==> config.mk <==
export PLATFORM = sky130hd
export DESIGN_NAME = regfile_wb_arbiter
export DESIGN_NICKNAME = d
export VERILOG_FILES = /design/src/rtl/regfile_wb_arbiter.sv
export SDC_FILE = /design/constraint.sdc
export NUM_CORES = 1
export LEC_CHECK = 0
export CORE_MARGIN = 2
export CORE_UTILIZATION = 41
export DETAILED_ROUTE_END_ITERATION = 8
export PLACE_DENSITY = 0.83
export SLEW_MARGIN = 5
export SYNTH_ARGS = -nofsm -noshare
export SYNTH_HDL_FRONTEND = slang
export SYNTH_SLANG_ARGS = --single-unit
==> constraint.sdc <==
create_clock -name clk -period 1.93 [get_ports clk]
set_input_delay 0.4825 -clock clk [delete_from_list [all_inputs] [get_ports clk]]
set_output_delay 0.4825 -clock clk [all_outputs]
set_load 0.01 [all_outputs]
==> src/rtl/regfile_wb_arbiter.sv <==
// regfile_wb_arbiter: two-requester writeback arbiter with a register-clear sweep
module regfile_wb_arbiter #(
    parameter logic [31:0] CLEAR_VALUE = 32'h0000_0000,
    parameter logic        PRIO_RESET  = 1'b0
) (
    input  logic        clk,
    input  logic        reset,
    input  logic        req0_valid,
    input  logic [4:0]  req0_dest,
    input  logic [31:0] req0_data,
    output logic        req0_ready,
    input  logic        req1_valid,
    input  logic [4:0]  req1_dest,
    input  logic [31:0] req1_data,
    output logic        req1_ready,
    input  logic        clear_start,
    output logic        clear_busy,
    output logic        clear_done,
    output logic        reg_write_en,
    output logic [4:0]  reg_write_dest,
    output logic [31:0] reg_write_data
);
    typedef enum logic {IDLE, CLEAR} state_t;
    state_t      state_q, state_d;
    logic [4:0]  cnt_q, cnt_d;
    logic        prio_q, prio_d;
    logic        we_q, we_d;
    logic [4:0]  dest_q, dest_d;
    logic [31:0] data_q, data_d;
    logic        done_q, done_d;
    logic        open, g0, g1;
    assign open = reset && state_q == IDLE && !clear_start;
    assign g0 = open && req0_valid && (!req1_valid || !prio_q);
    assign g1 = open && req1_valid && (!req0_valid || prio_q);
    assign req0_ready = g0;
    assign req1_ready = g1;
    assign clear_busy = state_q == CLEAR;
    assign clear_done = done_q;
    assign reg_write_en = we_q;
    assign reg_write_dest = dest_q;
    assign reg_write_data = data_q;
    // Next state: sweep writes take precedence; otherwise accept the granted request
    always_comb begin
        state_d = state_q;
        cnt_d = cnt_q;
        prio_d = prio_q;
        we_d = 1'b0;
        dest_d = dest_q;
        data_d = data_q;
        done_d = 1'b0;
        if (state_q == CLEAR) begin
            we_d = 1'b1;
            dest_d = cnt_q;
            data_d = CLEAR_VALUE;
            cnt_d = cnt_q + 5'd1;
            if (cnt_q == 5'd31) begin
                state_d = IDLE;
                done_d = 1'b1;
            end
        end else if (clear_start) begin
            state_d = CLEAR;
            cnt_d = 5'd1;
        end else if (g0 || g1) begin
            dest_d = g1 ? req1_dest : req0_dest;
            data_d = g1 ? req1_data : req0_data;
            we_d = dest_d != 5'd0;
            prio_d = g0;
        end
    end
    // State and write-port registers, cleared asynchronously
    always_ff @(posedge clk or negedge reset) begin
        if (!reset) begin
            state_q <= IDLE;
            cnt_q <= 5'd0;
            prio_q <= PRIO_RESET;
            we_q <= 1'b0;
            dest_q <= 5'd0;
            data_q <= 32'd0;
            done_q <= 1'b0;
        end else begin
            state_q <= state_d;
            cnt_q <= cnt_d;
            prio_q <= prio_d;
            we_q <= we_d;
            dest_q <= dest_d;
            data_q <= data_d;
            done_q <= done_d;
        end
    end
endmodule

After elaboration in Yosys (flattened, before gate mapping). Cells that the tools add are included.

Memories kept: 0. Input bits: 79. Bits in writable memories: 0. Word-level logic and storage cells: 48. Output and inout port bits: 42. Bits in read-only memories: 0. Register bits: 46. Bits in latches: 0.

Reduce and logical (&&, ||, !) cells: 18. Bitwise gates (word level): 2. Equal/unequal tests: 2. Multipliers: 0. Muxes and demuxes: 18. Div/mod/pow operators: 0. Add/subtract/negate cells: 1. Order comparisons: 0. Shift operators: 0.

Operators with widths (count): $mux W32 (4); $mux W5 (6); $mux W1 (8); $logic_and A1 B1 Y1 (6); $add A5 B1 Y5 const B (1); $eq A5 B5 Y1 const B (1); $reduce_bool A5 Y1 (1); $logic_not A1 Y1 (4); $reduce_bool A2 Y1 (2); $logic_or A1 B1 Y1 (3); $reduce_and A3 Y1 (1); $ne A2 B1 Y1 const B (1); $not A1 Y1 (2); $reduce_and A2 Y1 (1).

Logic depth before layout (Yosys ltp). Gate-level depths: netlist of the first run.

Depth in word-level cells: 10. Depth in mapped cells: 5. Mapped depth without buffers: 5.

Least setup slack after synthesis of the first run. No wires, ideal clock.

Kind: input -> output. From: input port clear_start. To: output port req1_ready. Required time: 1.447 ns. Path slack: 0.302 ns. Stages: 4. Arrival time: 1.145 ns. Cell sequence: buf_2 > and4bb_2 > nand2_2 > inv_2.

Cells in the longest elaborated chain, start to end: 4.

Ends and longest elaborated chain: start, declared (line 16) `input logic clear_start,`; $logic_not A1 Y1 (line 32) `assign open = reset && state_q == IDLE && !clear_start;`; $logic_and A1 B1 Y1 (line 32); $logic_and A1 B1 Y1 (2 in a row) (line 34) `assign g1 = open && req1_valid && (!req0_valid || prio_q);`; end, declared (line 15) `output logic req1_ready,`.

Every way passes these cells.

Final worst setup path of the first run. Same ends and word-level chain as after synthesis.

==> results of run 1 <==
-- layer usage --
metal / global-route usage / part of all wire / vias up
met1: 0.366 / 0.40 / 1458
met5: 0 / 0 / -
met4: 0.0770 / 0.012 / 0
met3: 0.0478 / 0.11 / 9
met2: 0.432 / 0.47 / 178
li1: - / - / 1355
-- placed cells by master (no fill, tap or decap), types with 3 or more instances in the layout --
cell             instances
o211ai_1                 4
dfrtp_1                 45
dlygate4sd2_1            3
o311ai_0                12
a31oi_1                 32
nand2_1                 10
nor2_1                   5
nor3_1                  35
clkbuf_8                 6
buf_4                   30
clkdlybuf4s50_1        113
and2_1                   3
nand3_1                  5
o311ai_1                20
nand4_1                 40
-- layout make-up --
class	instances	share of cell area
well taps	75	0.0232
repair buffers	152	0.360
clock inverters	1	0.00124
inverters	2	0.00186
clock buffers	7	0.0214
multi-input cells	190	0.307
flip-flops and latches	46	0.285
-- power by group --
| part | total (mW) | switching (mW) | internal [mW] | leakage [nW] |
|---|---|---|---|---|
| clock | 0.613 | 0.324 | 0.290 | 0.0482 |
| sequential | 1.25 | 0.132 | 1.12 | 0.609 |
| combinational | 1.20 | 0.622 | 0.582 | 0.900 |
-- logic make-up (layout without fill, tap and decap cells) --
| logic type | after synthesis | count (layout) | synth area share |
|---|---|---|---|
| AND/OR/NAND/NOR | 110 | 110 | 0.240 |
| XOR/XNOR | 2 | 2 | 0.00689 |
| buffers and inverters | 39 | 162 | 0.0650 |
| flip-flops | 46 | 46 | 0.453 |
| AO/OA/AOI/OAI | 76 | 76 | 0.225 |
| adder cells (fa/ha/maj) | 2 | 2 | 0.00984 |
-- path summary, 6_finish.rpt --
path                                   from                 end  depth (start not counted)
worst max-delay path            clear_start          req1_ready                          5
worst min-delay path                  reset        reg_write_en                          2
worst max register to register   clear_busy   reg_write_data[0]                          7
worst min register to register     cnt_q[4]            cnt_q[4]                          1
max in group asynchronous             reset  reg_write_data[31]                          3
min in group clk                   cnt_q[4]            cnt_q[4]                          1
-- timing repair --
action | CTS | global route
gates resized for setup | 12 | 2
endpoints found under the hold margin | 0 | 0
pin swaps | 1 | 0
setup endpoints to repair | 9 | 2
buffers inserted | 2 | 1
-- flip-flops by register name, summed over array words and instances, names as in the netlist --
signal / flops
reg_write_data: 32
cnt_q: 5
reg_write_dest: 5
reg_write_en: 1
clear_busy: 1
clear_done: 1
prio_q: 1
==> results.yml, run 1 <==
floorplan:
  core.rowCount: 28
  die_x_um: 82.7
  initial_core_util: 0.427
  die_h_um: 82.7
  io_pins: 121
  fp.dieArea_mm2: 0.00685
  core_area_mm2: 0.00596
timing:
  fmax_ghz: 0.528
  whs_ps: 88.6
  rsz0062_at_grt: "false"
  skew_ps: 7.33
  worst_slack_ps: 37.6
  post-route-min-period_ps: 1890
  setup_viol: 0
  fin_crit_sh: 0.981
  tns_ps: 0
  timing.final.max_slew_violations: 0
  worstMarginPinSlew_ps: 459
  relSlewSlack: 0.694
  final-hold-violation-count: 0
global_route:
  grt_pass1_wl_um: 14100
  track_usage: 0.267
  grt_max_degree: 42
  antenna_found_initial: 0
  overflow: 0
  grt_pass1_vias: 2810
cts:
  cts_buffer_depth: 2
  cts.htree.levels: 2
  numCtsBuffers: 5
  clk_latency_ps: 300
  clk_pin_slew_ps: 80
  cts-root-buf: "clkbuf_8"
  cts_hold_buf: 0
  clock-sinks: 46
  cts_tree: "yes"
worst_setup_path:
  path_max_fanout: 3
  crit_chain: "dlygate4sd2_1 -> and4bb_2 -> nand2_2 -> inv_2 -> clkdlybuf4s15_2"
  criticalPathCategory: "in2out"
  crit_family: "buffers and inverters"
  cp-end-kind: "output pin"
  critPathArrivalTime_ps: 1410
  crit_required_ps: 1450
  cp_num_buf_inv: 3
  regToRegSetupSlack_ps: 310
  max_stage_delay_ps: 320
  slowest_stage: "and4bb_2"
  startpoint_type: "primary input"
logic_synthesis:
  synth_area_per_cell_um2: 9.25
  synthTopCellsByArea: "dfrtp_1 45%, nand4_1 9.8%, a31oi_1 7.9%"
  synth_nets: 356
  synth-async-reset-ratio: 1.00
  syn_area_mm2: 0.00254
  yosysWarnings: 0
  ys_seq_elements: 46
  synth_ff_type: "dfrtp_1"
  synthTopCellsByCount: "46 x dfrtp_1, 40 x nand4_1, 35 x nor3_1"
  yosys.area.top_type: "dfrtp_1"
  netlist_instances: 275
  synth.most_common_cell: "dfrtp_1"
  synth_top_area_frac: 0.453
  ys_seq_area_frac: 0.453
  synth_cell_types: 33
  synth_edf_count: 0
layout:
  final_core_util: 0.678
  n_antenna_cell: 0
  n_fill_cell: 467
  final_area_mm2: 0.00404
  finalNonFillerCells: 473
  seq_area_mm2: 0.00115
  multi_input_area_mm2: 0.00124
  syn_to_final_growth_pct: 58.8
  nets: 478
  drive_gt1_frac: 0.126
detailed_routing:
  antenna_left: 0
  route.detailed.drc: 0
  wirelength_um: 9200
  vias: 3000
  first_iter_violations: 118
  routedWlPerCell_um: 19.5
  first_pass_iters: 6
  drt-vias-per-instance: 6.34
run_status:
  status: "completed"
power_and_ir_drop:
  ir_worst_vdd_uv: 487
  leakagePower_nw: 1.56
  power_density_mw_per_mm2: 761
  finalPower_mw: 3.07
placement:
  dp_slack_ps: -476
  port_buffers: 120
  dp_cells: 462
  placed_area_mm2: 0.00391
  dpl.hpwl_um: 6180
  finalWeightedCongestion: 0.764
run:
  drv_cap: 0
worst_hold_path:
  holdCritPathClass: "in2async"
Note: power is estimated with default switching activity, not from simulation.
==> run 2: changes to the inputs <==
--- a/config.mk
+++ b/config.mk
@@ -5,6 +5,7 @@
 export SDC_FILE = /design/constraint.sdc
 export NUM_CORES = 1
 export LEC_CHECK = 0
+export CAP_MARGIN = 25
 export CORE_MARGIN = 2
 export CORE_UTILIZATION = 41
 export DETAILED_ROUTE_END_ITERATION = 8
==> results of run 2 <==
Final layout, timing and power as in run 1 (identical DEF).
==> run 3: changes to the inputs <==
--- a/config.mk
+++ b/config.mk
@@ -6,9 +6,9 @@
 export NUM_CORES = 1
 export LEC_CHECK = 0
 export CAP_MARGIN = 25
-export CORE_MARGIN = 2
 export CORE_UTILIZATION = 41
 export DETAILED_ROUTE_END_ITERATION = 8
+export HOLD_SLACK_MARGIN = 0.12
 export PLACE_DENSITY = 0.83
 export SLEW_MARGIN = 5
 export SYNTH_ARGS = -nofsm -noshare
==> results.yml, run 3 (synthesis results as in run 1) <==
detailed_routing:
  drt-vias-per-instance: 6.31
  vias: 2968
  routedWlPerCell_um: 18.6
  first_iter_violations: 256
  antenna_left: 0
  route.detailed.drc: 0
  wirelength_um: 8740
  first_pass_iters: 5
timing:
  tns_ps: 0
  whs_ps: 212
  fin_crit_sh: 0.976
  relSlewSlack: 0.699
  fmax_ghz: 0.531
  rsz0062_at_grt: "false"
  final-hold-violation-count: 0
  timing.final.max_slew_violations: 0
  setup_viol: 0
  worstMarginPinSlew_ps: 452
  post-route-min-period_ps: 1880
  skew_ps: 5.14
cts:
  cts-root-buf: "clkbuf_8"
  clk_latency_ps: 300
  cts.htree.levels: 2
  cts_hold_buf: 0
  clk_pin_slew_ps: 90
  cts_tree: "yes"
  clock-sinks: 46
  cts_buffer_depth: 2
  numCtsBuffers: 5
worst_setup_path:
  crit_family: "buffers and inverters"
  cp-end-kind: "output pin"
  cp_num_buf_inv: 3
  r2r_start: "clear_busy"
  r2r-end: "reg_write_data[9]"
  startpoint_type: "primary input"
  r2r_cells: 5
  criticalPathCategory: "in2out"
  crit_required_ps: 1450
  max_stage_delay_ps: 340
  path_max_fanout: 3
  critPathArrivalTime_ps: 1400
  regToRegSetupSlack_ps: 350
  crit_chain: "clkdlybuf4s15_1 -> and4bb_2 -> nand2_2 -> inv_2 -> clkdlybuf4s15_2"
  slowest_stage: "and4bb_2"
power_and_ir_drop:
  power_density_mw_per_mm2: 768
  ir_worst_vdd_uv: 518
  leakagePower_nw: 1.54
  finalPower_mw: 3.08
floorplan:
  die_h_um: 80.7
  initial_core_util: 0.427
  core_area_mm2: 0.00596
  die_x_um: 80.7
  fp.dieArea_mm2: 0.00652
  io_pins: 121
  core.rowCount: 28
layout:
  drive_gt1_frac: 0.119
  n_fill_cell: 464
  final_cell_mix: "114 x clkdlybuf4s50_1, 45 x dfrtp_1, 40 x nand4_1, 35 x nor3_1, 32 x a31oi_1"
  syn_to_final_growth_pct: 57.5
  final_area_mm2: 0.00401
  layout_commonest_cell: "clkdlybuf4s50_1"
  nets: 475
  n_antenna_cell: 0
  largest_register_ffs: 32
global_route:
  grt_max_degree: 42
  track_usage: 0.271
  antenna_found_initial: 0
  overflow: 0
  grt_pass1_wl_um: 13600
  grt_pass1_vias: 2799
run_status:
  status: "completed"
placement:
  dpl.hpwl_um: 5960
  finalWeightedCongestion: 0.817
  port_buffers: 120
  placed_area_mm2: 0.00389
run:
  drv_cap: 0
worst_hold_path:
  holdCritPathClass: "in2async"
run 3: cell type report:
class                   count  area, um^2  area share
multi-input cells         190        1250       0.312
inverters                   2        7.51     0.00187
clock buffers               7        86.3      0.0216
clock inverters             1        5.00     0.00125
flip-flops and latches     46        1150       0.288
well taps                  75        93.8      0.0234
repair buffers            149        1410       0.352
run 3: worst max-delay path by stage:
stage            endpoint  depth (start not counted)        start  slack, ps
2_1_floorplan  req1_ready                          4  clear_start        300
6_report       req1_ready                          5  clear_start         50
3_5_place_dp   req0_ready                          5  clear_start       -530
5_1_grt        req1_ready                          4   clear_busy         10
3_3_place_gp   req0_ready                          5  clear_start       -480
4_1_cts        req1_ready                          4   clear_busy         20
run 3: worst reg2reg max path, delay by kind of cell, from the launching register on:
family,cells,cell delay [ps]
AOI/OAI and AO/OA,1,210
DFF,1,440
buffers and inverters,2,560
and+or+nand+nor,2,290
run 3: per-stage QoR:
stage	util	worst slack (ps)	std cells
5_1_grt	0.672	13.4	470
6_report	0.672	45.8	470
2_1_floorplan	-	302	275
4_1_cts	0.671	16.5	469
3_5_place_dp	0.653	-529	460
3_3_place_gp	0.653	-478	460
run 3: routing by layer:
metal  vias to the layer above  part of all wire  track usage
met5                         -                 0            0
met4                         0             0.016       0.0786
met3                        16              0.10       0.0517
met2                       202              0.47        0.445
met1                      1394              0.41        0.363
li1                       1356                 -            -
run 3: timing repair:
action / in CTS / in global routing
buffers inserted: 1 / 1
endpoints found under the setup margin: 8 / 1
gates resized for setup: 14 / 1
pin swaps: 2 / 1
run 3: report_power, final:
part           total (mW)  leakage, nW  internal (mW)  switching, mW
clock network       0.610       0.0482          0.289          0.321
logic                1.20        0.885          0.597          0.608
registers            1.26        0.609           1.12          0.140
==> variant 1 (settings of run 2) <==
Set the parameter `PRIO_RESET` to 1'b1 (it was 1'b0).
--- a/src/rtl/regfile_wb_arbiter.sv
+++ b/src/rtl/regfile_wb_arbiter.sv
@@ -1,7 +1,7 @@
 // regfile_wb_arbiter: two-requester writeback arbiter with a register-clear sweep
 module regfile_wb_arbiter #(
     parameter logic [31:0] CLEAR_VALUE = 32'h0000_0000,
-    parameter logic        PRIO_RESET  = 1'b0
+    parameter logic        PRIO_RESET  = 1'b1
 ) (
     input  logic        clk,
     input  logic        reset,
Behaviour: not the same (Yosys sat finds a counterexample within 4 cycles, from zero or initial values and one cycle with reset low).
==> variant 1 against run 2 <==
Sequential cell count stayed put; via count down 1.0%; clock power shrank 1%; final area shrank 0.19%; worst setup slack better by 0.040 ns; power rose by 1.0%; non-clock buffer count decreased by 4; routed wire length down 1.2%; register-to-register slack improved by 0.07 ns; final cell count down 0.85%; synthesized area about the same; largest power group unchanged; maximum frequency increased by 2.1%.
==> variant 1: results (changes against run 2) <==
launch point of the worst reg-to-reg path=clear_busy; number of library cell types mapped by synthesis=34 (+3.0%); flip-flop count of the largest register, all copies and words added=32 (unchanged); top area cells in the synthesized netlist=dfrtp_1 (44%), nand4_1 (9.8%), a31oi_1 (7.9%); First DRT Iteration DRCs=261 (+120%); GR Util All Layers=26.43% (-0.25 points); number of antenna diodes=0 (unchanged); post-detailed-route wirelength per cell=19.39 um (-0.34%); Residual DRC=0 (unchanged); Post-Syn Nets=356 (unchanged); slowest library cell on the worst path=or3_1; combinational cell power=1230 uW; number of buffer cells added on primary ports=120 (unchanged); Ys Warns=0 (unchanged); leading cell types by count after synthesis=dfrtp_1 (45), nand4_1 (40), nor3_1 (35); highest cell delay on the worst timing path=0.39 ns (+0.07 ns); number of cells on the worst reg-to-reg path=5 (-2); Worst Hold Margin=0.2292 ns (+0.1405 ns); clock input transition at the sequential cells of the worst setup and hold paths=0.08 ns (about the same); later-pin clock latency in the skew report=0.29 ns; capture point of the worst reg-to-reg path=reg_write_data[10]; number of global-route vias before repair=2777 (-1.2%); Max Clock Skew=0.004505 ns (-0.002820 ns); Max Root-Sink Buffers=2 (unchanged); via/cell ratio=6.333 (-0.16%); clock tree root buffer cell=clkbuf_8; share of synthesized cell area in full adder, half adder and majority cells=0.9838% (about the same); run status=completed; Max transition margin=69.91% (+0.54 points); final HPWL from detailed placement=6114 um (-1.1%); Post-synth ARST share=100.0% (unchanged); share of power burned in the clock network=19.5% (-0.5 points); crit path DAT=2.03 ns (+0.62 ns); worst reg-to-reg setup slack=0.38 ns (+0.07 ns); pin count of the biggest net entering global routing=42 (unchanged); 1st-pass router iterations=4 (-2); fraction of power spent switching nets=34.73% (-0.37 points); leakage power figure=0.001556 uW (-0.13%); H-tree depth reported by CTS=2 (unchanged); final layout net count=474 (-0.84%); total CTS buffers=5 (unchanged); worst voltage drop across the vdd grid=0.5743 mV (+18%); sequential element share of the synthesized area=45.30% (about the same); xor and xnor fraction of the mapped netlist area=0.6886% (about the same); RD Place Congestion=0.8221 (+7.6%); area fraction in compound gates after synthesis=22.53% (about the same); Max Fanout on Critical Path=36 (+33); mux cell area share after synthesis=0% (unchanged); first-pass GRT wire length=13860 um (-1.7%); share of post-route cells with drive strength above 1=11.68% (-0.89 points)
-- variant 1: kinds of logic (layout without fill, tap and decap cells) --
family	count (synthesis)	in the layout
adders and majority gates	2	2
AOI/OAI and AO/OA	76	76
buffers and inverters	39	158
and+or+nand+nor	110	110
xor gates and xnor gates	2	2
DFF	46	46
-- variant 1: layout make-up --
cell class	instances	area, um2
flip-flops and latches	46	1152
well taps	75	93.84
clock buffers	8	90.09
fillers	473	1926
repair buffers	148	1435
inverters	2	7.507
multi-input cells	190	1251
-- variant 1: how the worst max path moves through the flow --
stage / startpoint / to / depth (start not counted)
2_1_floorplan: clear_start / req1_ready / 4
3_3_place_gp: req1_valid / req1_ready / 5
3_5_place_dp: req1_valid / req1_ready / 5
4_1_cts: req0_valid / req0_ready / 4
5_1_grt: clear_busy / clear_busy / 2
6_report: clear_start / reg_write_dest[0] / 6
-- variant 1: repair_timing --
action | 4_1_cts | 5_1_grt
pin swaps | 2 | 0
setup endpoints to repair | 35 | 11
buffers inserted | 2 | 0
resized for setup | 13 | 4
-- variant 1: layer usage --
metal  track usage [%]  vias to the layer above  wire [um]
met2             44.11                      184       4402
met5                 0                        -          0
met1             35.17                     1430       3659
met3             5.435                       13        936
met4             6.557                        0         94
li1                  -                     1343          -
-- variant 1: critical path, delay by kind of cell --
family                 cells  cell delay [ns]
AO/OA/AOI/OAI              1             0.24
buffers and inverters      3             0.62
AND/OR/NAND/NOR            2             0.67
-- variant 1: stage by stage --
step | area, um2 | std cells | total power (uW) | setup slack (ns)
after global placement | 3906 | 459 | 2451 | -0.4082
after global routing | 4030 | 469 | 3281 | 0.02569
after floorplan | 2544 | 275 | 1832 | 0.3021
final | 4030 | 469 | 3103 | 0.07708
after detailed placement | 3906 | 459 | 2477 | -0.4575
after CTS | 4025 | 469 | 3109 | -0.006045
==> variant 2 (settings of run 2) <==
Made on the original files. `data_q` no longer has a reset.
--- a/src/rtl/regfile_wb_arbiter.sv
+++ b/src/rtl/regfile_wb_arbiter.sv
@@ -75,7 +75,6 @@
             prio_q <= PRIO_RESET;
             we_q <= 1'b0;
             dest_q <= 5'd0;
-            data_q <= 32'd0;
             done_q <= 1'b0;
         end else begin
             state_q <= state_d;
@@ -83,9 +82,12 @@
             prio_q <= prio_d;
             we_q <= we_d;
             dest_q <= dest_d;
-            data_q <= data_d;
             done_q <= done_d;
         end
     end
+
+    always_ff @(posedge clk) begin
+        data_q <= data_d;
+    end
 endmodule
 
Behaviour: differs if reset is asserted again (counterexample within 4 cycles, from zero or initial values and one cycle with reset low); with reset held inactive, the same outputs for 10 cycles.
==> variant 2 against run 2 <==
Die area decreased by 15%; synthesized area decreased by 15%; combinational power decreased by 19%; final area decreased by 9.6%; worst setup slack improved by 0.027 ns; routed wire length decreased by 38%; final cell count decreased by 13%; count of clock-buffer cells in the layout decreased by 1; maximum frequency increased by 1.5%; power decreased by 10%; global-route usage decreased by 6.4 points; sequential cell count unchanged; clock skew decreased by 0.0016 ns; critical path type is now reg2out; largest cell class unchanged.
==> variant 2: results (changes against run 2) <==
run status=completed; sequential element share of the synthesized area=46.02% (+0.74 points); crit path DAT=1.38 ns (-0.03 ns); Setup TNS Final=0 ns (unchanged); leading cell types by count after synthesis=mux2i_1 (36), dfxtp_1 (32), nand3b_1 (32), o21ai_1 (32), dfrtp_1 (14); slew at the pin with the worst max-slew slack=0.4352 ns (-0.02420 ns); number of antenna diodes=0 (unchanged); number of buffer cells added on primary ports=120 (unchanged); worst reg-to-reg setup slack=0.32 ns; Max Fanout on Critical Path=3 (unchanged); first-pass GRT wire length=9591 um (-32%); final standard cell count with taps included and fillers excluded=411 (-13%); share of post-route cells with drive strength above 1=9.091% (-3.5 points); later-pin clock latency in the skew report=0.29 ns; final HPWL from detailed placement=4177 um (-32%); capture point of the worst reg-to-reg path=reg_write_dest[3]; Ys Warns=0 (unchanged); H-tree depth reported by CTS=2 (unchanged); number of antenna violations at the first check in global routing=0 (unchanged); GR Util All Layers=20.25% (-6.4 points); Worst Hold Margin=0.2658 ns (+0.1771 ns); First DRT Iteration DRCs=75 (-36%); Max Clock Skew=0.005727 ns (-0.001598 ns); final layout net count=422 (-12%); number of library cell types mapped by synthesis=31 (-6.1%); clock input transition at the sequential cells of the worst setup and hold paths=0.08 ns (about the same); pin count of the biggest net entering global routing=39 (-7.1%); RD Place Congestion=0.7494 (-1.9%); via count=2070 (-31%); total CTS buffers=5 (unchanged); worst voltage drop across the vdd grid=0.5781 mV (+19%); clock tree root buffer cell=clkbuf_8; cell count after synthesis=214 (-22%); post-detailed-route wirelength per cell=13.99 um (-28%); 1st-pass router iterations=4 (-2); Primary FF master, synth=dfxtp_1; number of cells on the worst reg-to-reg path=5 (-2); Post-synth ARST share=30.43% (-70 points); Max Root-Sink Buffers=2 (unchanged); cell count after placement=399 (-14%); top area cells in the synthesized netlist=dfxtp_1 (30%), mux2i_1 (17%), dfrtp_1 (16%); launch point of the worst reg-to-reg path=prio_q; class of the worst hold path=in2async; leakage power figure=0.001646 uW (+5.6%); initial core utilization=42.43% (-0.26 points); Post-Syn Nets=295 (-17%); flip-flop count of the largest register, all copies and words added=32 (unchanged)
==> variant 2: critical path, cell delays in order, from the launching register on <==
cell	delay [ns]
dfrtp_2	0.45
nor3b_4	0.21
buf_4	0.15
nand2_2	0.05
a21oi_2	0.10
buf_2	0.14
==> variant 2: cells by family (layout without fill, tap and decap cells) <==
logic type               count (synthesis)  in the layout  synth area share, %
AND/OR/NAND/NOR                         58             58                17.49
AO/OA/AOI/OAI                           48             48                13.19
flip-flops                              46             46                46.02
multiplexers                            36             36                16.73
buffers and inverters                   22            149                4.591
adder cells (fa/ha/maj)                  2              2                1.162
XOR/XNOR                                 2              2               0.8136
==> variant 2: area by class of cell <==
| type | count | area (um2) |
|---|---|---|
| Multi-Input combinational cell | 146 | 1082 |
| Tap cell | 70 | 87.58 |
| Inverter | 6 | 22.52 |
| Sequential cell | 46 | 992.2 |
| Clock buffer | 6 | 72.57 |
| Timing Repair Buffer | 136 | 1385 |
| Clock inverter | 1 | 7.507 |
| Fill cell | 406 | 1425 |
==> variant 2: how the worst max path moves through the flow <==
stage,from,to,slack (ns),depth (start not counted)
2_1_floorplan,clear_busy,req1_ready,0.30,4
3_3_place_gp,reset,req0_ready,-0.45,5
3_5_place_dp,reset,req0_ready,-0.52,5
4_1_cts,clear_busy,req0_ready,0.004,5
5_1_grt,clear_busy,req0_ready,0.002,5
6_report,clear_busy,req0_ready,0.06,5
==> variant 2: repair_timing <==
item	4_1_cts	5_1_grt
setup endpoints to repair	4	2
pin swaps	0	1
cloned	1	0
resized for setup	14	5
setup buffers	3	1
==> variant 2: routing by layer <==
layer | up-vias | share of wire (%) | global-route usage (%)
li1 | 1032 | - | -
met5 | - | 0 | 0
met4 | 0 | 0.85 | 5.455
met2 | 72 | 54 | 37.26
met1 | 962 | 39 | 21.78
met3 | 4 | 6.4 | 7.346
==> variant 2: power breakdown <==
| part | leakage (uW) | switching, uW | internal [uW] |
|---|---|---|---|
| clock network | 0.0000373 | 297 | 248 |
| registers | 0.000420 | 125 | 1110 |
| logic | 0.00119 | 365 | 612 |
==> variant 2: metrics by stage <==
stage / setup WS (ns) / instance area, um2
3_5_place_dp: -0.5206 / 3486
3_3_place_gp: -0.4527 / 3486
2_1_floorplan: 0.2964 / 2153
4_1_cts: 0.003919 / 3630
6_report: 0.06488 / 3650
5_1_grt: 0.002125 / 3650
